==> config.mk <==
export PLATFORM = sky130hd
export DESIGN_NAME = keyboard_core_flat
export DESIGN_NICKNAME = d
export VERILOG_FILES = /design/src/rtl/keyboard_core_if.sv /design/src/rtl/keyboard_core.sv /design/src/flat_wrapper.sv
export SDC_FILE = /design/constraint.sdc
export NUM_CORES = 1
export LEC_CHECK = 0
export ABC_CLOCK_PERIOD_IN_PS = 2500
export BUFFER_PORTS_ARGS = -buffer_cell sky130_fd_sc_hd__buf_2
export CAP_MARGIN = 20
export CORE_MARGIN = 3
export CORE_UTILIZATION = 55
export DETAILED_ROUTE_END_ITERATION = 7
export PLACE_DENSITY = 0.78
export SYNTH_ARGS = -nofsm -noshare
export SYNTH_HDL_FRONTEND = slang
export SYNTH_SLANG_ARGS = --single-unit
==> constraint.sdc <==
create_clock -name clk -period 2.5 [get_ports clk]
set_input_delay 0.5 -clock clk [delete_from_list [all_inputs] [get_ports clk]]
set_output_delay 0.5 -clock clk [all_outputs]
set_load 0.005 [all_outputs]
==> src/rtl/keyboard_core_if.sv <==
`default_nettype none
// ============================================================================
//  Module      : keyboard_core_if
//  Description : Bundle of the keyboard scanner's enables, SKCTL controls,
//                key-matrix lines and SKSTAT/KBCODE/IRQ-request outputs.
//                The master side is the scanner core; the slave side is the
//                surrounding chip logic and the physical key matrix.
//  Revision    : 1.0  initial release
// ============================================================================
interface keyboard_core_if;
    logic       enn;        // 1.79MHz negative-edge enable
    logic       enp;        // 1.79MHz positive-edge enable (port parity only)
    logic       scanEn;     // SKCTL bit1
    logic       debEn;      // SKCTL bit0
    logic       kr1;        // key return, active-low
    logic       kr2;        // modifier return, active-low
    logic [5:0] kOut;       // matrix scan address
    logic [7:0] kbcode;     // {ctrl, shift, addr}
    logic       keyDown;    // SKSTAT key depressed
    logic       shiftDown;  // SKSTAT shift held
    logic       setKey;     // key IRQ request
    logic       setBreak;   // break IRQ request

    modport master (
        input  enn, enp, scanEn, debEn, kr1, kr2,
        output kOut, kbcode, keyDown, shiftDown, setKey, setBreak
    );

    modport slave (
        output enn, enp, scanEn, debEn, kr1, kr2,
        input  kOut, kbcode, keyDown, shiftDown, setKey, setBreak
    );
endinterface
`default_nettype wire

==> src/rtl/keyboard_core.sv <==
`default_nettype none
// ============================================================================
//  Module      : keyboard_core
//  Description : POKEY keyboard scanner. Walks the 64-key matrix, samples the
//                key and modifier return lines once per scan address,
//                debounces a single tracked key with a two-pass compare FSM,
//                latches KBCODE and raises key/break IRQ request pulses.
//  Revision    : 1.0  initial release
// ============================================================================
module keyboard_core #(
    parameter int SCAN_DIV = 114
) (
    input  logic            clk,
    input  logic            reset_n,
    keyboard_core_if.master kb
);

    typedef enum logic [1:0] {
        ST_IDLE    = 2'd0,
        ST_CONFIRM = 2'd1,
        ST_HELD    = 2'd2,
        ST_RELEASE = 2'd3
    } state_t;

    localparam int                 c_DIV_W    = (SCAN_DIV > 2) ? $clog2(SCAN_DIV) : 1;
    localparam logic [c_DIV_W-1:0] c_DIV_LAST = c_DIV_W'(SCAN_DIV - 1);
    localparam logic [5:0]         c_ADDR_CTRL  = 6'h00;
    localparam logic [5:0]         c_ADDR_SHIFT = 6'h10;
    localparam logic [5:0]         c_ADDR_BREAK = 6'h30;

    logic [c_DIV_W-1:0] r_div;
    logic [5:0]         r_addr;
    logic               r_ctrl;
    logic               r_shift;
    logic               r_brk;
    logic               r_setbrk;

    state_t             r_state;
    logic [5:0]         r_cmp;
    logic [7:0]         r_kbcode;
    logic               r_keydown;
    logic               r_setkey;

    state_t             w_state_nxt;
    logic [5:0]         w_cmp_nxt;
    logic [7:0]         w_kbcode_nxt;
    logic               w_keydown_nxt;
    logic               w_accept;

    logic               w_sample;
    logic               w_key;
    logic               w_mod;
    logic               w_match;
    logic               w_brk_evt;
    logic               w_unused_enp;

    // The return lines are active-low; a sample happens on the last enn of each address slot.
    assign w_sample     = kb.enn && (r_div == c_DIV_LAST);
    assign w_key        = ~kb.kr1;
    assign w_mod        = ~kb.kr2;
    assign w_match      = (r_addr == r_cmp);
    assign w_brk_evt    = w_sample && (r_addr == c_ADDR_BREAK) && w_mod && !r_brk;
    assign w_unused_enp = kb.enp;

    assign kb.kOut      = r_addr;
    assign kb.kbcode    = r_kbcode;
    assign kb.keyDown   = r_keydown;
    assign kb.shiftDown = r_shift;
    assign kb.setKey    = r_setkey;
    assign kb.setBreak  = r_setbrk;

    // Scan divider, address walk, modifier latches and the break request pulse.
    always_ff @(posedge clk) begin
        if (!reset_n || !kb.scanEn) begin
            r_div    <= '0;
            r_addr   <= 6'd0;
            r_ctrl   <= 1'b0;
            r_shift  <= 1'b0;
            r_brk    <= 1'b0;
            r_setbrk <= 1'b0;
        end else if (kb.enn) begin
            r_setbrk <= w_brk_evt;
            if (w_sample) begin
                r_div  <= '0;
                r_addr <= r_addr + 6'd1;
                if (r_addr == c_ADDR_CTRL)  r_ctrl  <= w_mod;
                if (r_addr == c_ADDR_SHIFT) r_shift <= w_mod;
                if (r_addr == c_ADDR_BREAK) r_brk   <= w_mod;
            end else begin
                r_div <= r_div + 1'b1;
            end
        end
    end

    // Debounce FSM register; KBCODE survives a scan disable, everything else is cleared.
    always_ff @(posedge clk) begin
        if (!reset_n) begin
            r_state   <= ST_IDLE;
            r_cmp     <= 6'd0;
            r_kbcode  <= 8'h00;
            r_keydown <= 1'b0;
            r_setkey  <= 1'b0;
        end else if (!kb.scanEn) begin
            r_state   <= ST_IDLE;
            r_keydown <= 1'b0;
            r_setkey  <= 1'b0;
        end else if (kb.enn) begin
            r_state   <= w_state_nxt;
            r_cmp     <= w_cmp_nxt;
            r_kbcode  <= w_kbcode_nxt;
            r_keydown <= w_keydown_nxt;
            r_setkey  <= w_accept;
        end
    end

    // Next-state logic: outside IDLE only the tracked address is looked at.
    always_comb begin
        w_state_nxt   = r_state;
        w_cmp_nxt     = r_cmp;
        w_kbcode_nxt  = r_kbcode;
        w_keydown_nxt = r_keydown;
        w_accept      = 1'b0;
        if (w_sample) begin
            case (r_state)
                ST_IDLE: begin
                    if (w_key) begin
                        w_cmp_nxt = r_addr;
                        if (kb.debEn) w_state_nxt = ST_CONFIRM;
                        else          w_accept    = 1'b1;
                    end
                end
                ST_CONFIRM: begin
                    if (w_match) begin
                        if (w_key) w_accept    = 1'b1;
                        else       w_state_nxt = ST_IDLE;
                    end
                end
                ST_HELD: begin
                    if (w_match && !w_key) begin
                        if (kb.debEn) begin
                            w_state_nxt = ST_RELEASE;
                        end else begin
                            w_state_nxt   = ST_IDLE;
                            w_keydown_nxt = 1'b0;
                        end
                    end
                end
                ST_RELEASE: begin
                    if (w_match) begin
                        if (w_key) begin
                            w_state_nxt = ST_HELD;
                        end else begin
                            w_state_nxt   = ST_IDLE;
                            w_keydown_nxt = 1'b0;
                        end
                    end
                end
                default: w_state_nxt = ST_IDLE;
            endcase
            if (w_accept) begin
                w_kbcode_nxt  = {r_ctrl, r_shift, r_addr};
                w_keydown_nxt = 1'b1;
                w_state_nxt   = ST_HELD;
            end
        end
    end

endmodule
`default_nettype wire

==> src/flat_wrapper.sv <==
// flat-port wrapper written by rule: the top's interface ports become plain ports
module keyboard_core_flat 
#(
    parameter int SCAN_DIV = 114
)
  (clk, reset_n, kb_enn, kb_enp, kb_scanEn, kb_debEn, kb_kr1, kb_kr2, kb_kOut, kb_kbcode, kb_keyDown, kb_shiftDown, kb_setKey, kb_setBreak);
  keyboard_core_if kb_i ();
  input  logic clk;
  input  logic reset_n;
  input wire logic [$bits(kb_i.enn)-1:0] kb_enn;
  input wire logic [$bits(kb_i.enp)-1:0] kb_enp;
  input wire logic [$bits(kb_i.scanEn)-1:0] kb_scanEn;
  input wire logic [$bits(kb_i.debEn)-1:0] kb_debEn;
  input wire logic [$bits(kb_i.kr1)-1:0] kb_kr1;
  input wire logic [$bits(kb_i.kr2)-1:0] kb_kr2;
  output wire logic [$bits(kb_i.kOut)-1:0] kb_kOut;
  output wire logic [$bits(kb_i.kbcode)-1:0] kb_kbcode;
  output wire logic [$bits(kb_i.keyDown)-1:0] kb_keyDown;
  output wire logic [$bits(kb_i.shiftDown)-1:0] kb_shiftDown;
  output wire logic [$bits(kb_i.setKey)-1:0] kb_setKey;
  output wire logic [$bits(kb_i.setBreak)-1:0] kb_setBreak;
  assign kb_i.enn = kb_enn;
  assign kb_i.enp = kb_enp;
  assign kb_i.scanEn = kb_scanEn;
  assign kb_i.debEn = kb_debEn;
  assign kb_i.kr1 = kb_kr1;
  assign kb_i.kr2 = kb_kr2;
  assign kb_kOut = kb_i.kOut;
  assign kb_kbcode = kb_i.kbcode;
  assign kb_keyDown = kb_i.keyDown;
  assign kb_shiftDown = kb_i.shiftDown;
  assign kb_setKey = kb_i.setKey;
  assign kb_setBreak = kb_i.setBreak;
  keyboard_core #(.SCAN_DIV(SCAN_DIV)) u_core (.clk(clk), .reset_n(reset_n), .kb(kb_i));
endmodule
==> results.toml <==
[global_routing]
grt_max_degree = 22
overflow = 0
track_usage_pct = 20.4
antenna_found_initial = 0
grt_pass1_wl_um = 5710
grt_pass1_vias = 1289

[synthesis]
synth_edf_count = 0
synth_compound_area_share_pct = 12.2
ys_async_sr_fraction_pct = 0
yosys.area_share.adder_pct = 2.95
synth_top_family_by_area = "simple AND/OR/NAND/NOR gates"
syn_inst = 190
yosysUniqueCellTypes = 33
synth_seq_cells = 35
synthesis.nets = 202
synth_simple_gate_area_share_pct = 23.8
seq_area_frac_synth_pct = 41.3
synth-xor-area-share_pct = 7.74
synth_top_flop_cell = "dfxtp_1"
avgSynthCellArea_um2 = 8.93
yosys_warnings = 0
netlist_area_um2 = 1700
yosys-mux-area-fraction_pct = 5.90

[place]
hpwlAfterDp_um = 2470
place.port_buffers = 24
gp_congestion = 0.837
dp_cells = 237
place_ws_ns = 0.295

[sta]
fin_setup_tns_ns = 0
relSlewSlack_pct = 70.0
setup_ws_ns = 0.376
tightestPinTransition_ns = 0.449
period_share_pct = 85.0
hold_viol_final = 0
setup_violations = 0
clock-skew-final_ns = 0.0144
min_period_ns = 2.12
final_max_slew_viol_count = 0
fmax_mhz = 471
rsz0062_at_grt = "no"

[clock_network]
cts.sinks = 35
cts_hold_buf = 0
cts_root_buf = "clkbuf_4"
clk_pin_slew_ns = 0.11
cts_made_buffers = 5
cts_setup_buffers = 0
cts_resized = 0
insertion_delay_ns = 0.34
clock_path_buffers = 2
h-tree-depth = 2
cts_tree = "yes"

[die]
core_area_um2 = 2850
die_w_um = 61.5
dieArea_um2 = 3790
rows = 19
io_pins = 26
initial_core_util_pct = 59.5
die_height_um = 61.5

[finish]
instances_no_fill = 245
diodes = 0
layout-drive-gt1-share_pct = 24.3
fillers = 247
final_nets = 225
area_delta_synth_final_pct = 12.5

[setup_path]
end_kind = "flop"
worstSetupStartpointType = "flop"
crit_required_ns = 2.73
worstPathMaxFanout = 7
arrival_ns = 2.35
critPathKind = "reg -> reg"

[run]
maxCapViolations = 0

[route]
drc = 0
wl_um = 3460
first_pass_iters = 4
drtIter0Drc = 90
drt-wirelength-per-cell_um = 14.1
drt-vias-per-instance = 5.70
vias = 1397
detail-route-antenna-nets = 0

[pwr]
finalPower_mw = 1.02
power_density_nw_per_um2 = 536
peakVddDrop_v = 0.000510
leakage_nw = 0.769

[outcome]
status = "complete, no violations"

[worst_hold_path]
hp-class = "in -> reg"
==> logic make-up after synthesis <==
kind of cell | Yosys count
AO/OA/AOI/OAI | 29
XOR/XNOR | 15
adder cells (fa/ha/maj) | 4
buffers and inverters | 21
flip-flops | 35
multiplexers | 10
AND/OR/NAND/NOR | 76
==> worst max-delay path: stages (launching register included) <==
cell     delay (ns)
dfxtp_1        0.41
ha_1           0.18
nand4_2        0.12
or3_1          0.51
nor3_4         0.47
mux2i_1        0.26
nor2_1         0.05
==> where the power goes <==
part	switching [mW]	internal, mW	leakage [nW]
logic	0.0238	0.0108	0.438
clock network	0.192	0.236	0.0482
registers	0.00129	0.558	0.282
total	0.217	0.805	0.769
==> state kept, by name (all words and copies together) (netlist names) <==
signal               flops
u_core.kb.kbcode         8
u_core.r_div             7
u_core.kb.kOut           6
u_core.r_cmp             6
u_core.r_state           2
u_core.kb.keyDown        1
u_core.kb.setBreak       1
u_core.kb.setKey         1
u_core.kb.shiftDown      1
u_core.r_brk             1
u_core.r_ctrl            1
==> routing by layer <==
metal  vias to the layer above  part of all wire (%)  global-route usage, %
li1                        695                     -                      -
met1                       662                    46                   26.1
met2                        32                    47                   32.6
met3                         8                   5.0                   6.71
met4                         0                   1.4                   6.36
met5                         -                     0                      0
==> cell usage after synthesis (all sizes together) (2+ instances only) <==
library cell / number / area [µm²]
nand2b: 3 / 18.8
nor3: 11 / 82.6
nand2: 10 / 37.5
nor3b: 2 / 15.0
nand3: 12 / 60.1
ha: 4 / 50.1
or3: 3 / 18.8
a21bo: 8 / 80.1
mux2i: 10 / 100
nand4: 6 / 43.8
o21ai: 2 / 10.0
xnor2: 11 / 96.3
and4: 2 / 17.5
a21oi: 14 / 70.1
xor2: 4 / 35.0
buf: 8 / 55.1
inv: 7 / 26.3
clkbuf: 6 / 22.5
dfxtp: 35 / 701
nor2: 25 / 96.4
==> through the flow <==
| stage | instance area (µm²) | utilization (%) | hold slack [ns] |
|---|---|---|---|
| floorplan | 1700 | - | 0.443 |
| global placement | 1820 | 63.9 | 0.459 |
| detailed placement | 1820 | 63.9 | 0.469 |
| CTS | 1910 | 66.9 | 0.426 |
| global route | 1910 | 66.9 | 0.446 |
| finish | 1910 | 66.9 | 0.440 |
==> worst paths after layout <==
path,start,endpoint,slack (ns),depth (start not counted)
setup / recovery,u_core.r_div[0],u_core.r_cmp[4],0.38,6
hold / removal,kb_kr1,u_core.r_state[1],0.44,2
setup reg to reg,u_core.r_div[0],u_core.r_cmp[4],0.38,6
hold reg to reg,u_core.kb.setBreak,u_core.kb.setBreak,0.48,2
==> cell usage in the layout (no fill, tap or decap), types with 3 or more instances in the layout <==
cell type  count
clkbuf_4       5
ha_1           4
a21oi_1       14
inv_1          7
mux2i_1       10
nand2b_1       3
nor3_1         8
buf_2         24
nor2_1        24
xnor2_1       11
a21bo_2        8
dfxtp_1       35
nand3_1       12
buf_4          6
nand2_1       10
nand4_1        5
xor2_1         4
or3_1          3
==> layout make-up <==
type	count	area (µm²)	area share (%)
multi-input cells	134	892	46.7
flip-flops and latches	35	701	36.7
repair buffers	30	165	8.65
clock buffers	6	51.3	2.69
well taps	31	38.8	2.03
clock inverters	2	35.0	1.83
inverters	7	26.3	1.38
Note: power is estimated with default switching activity, not from simulation.
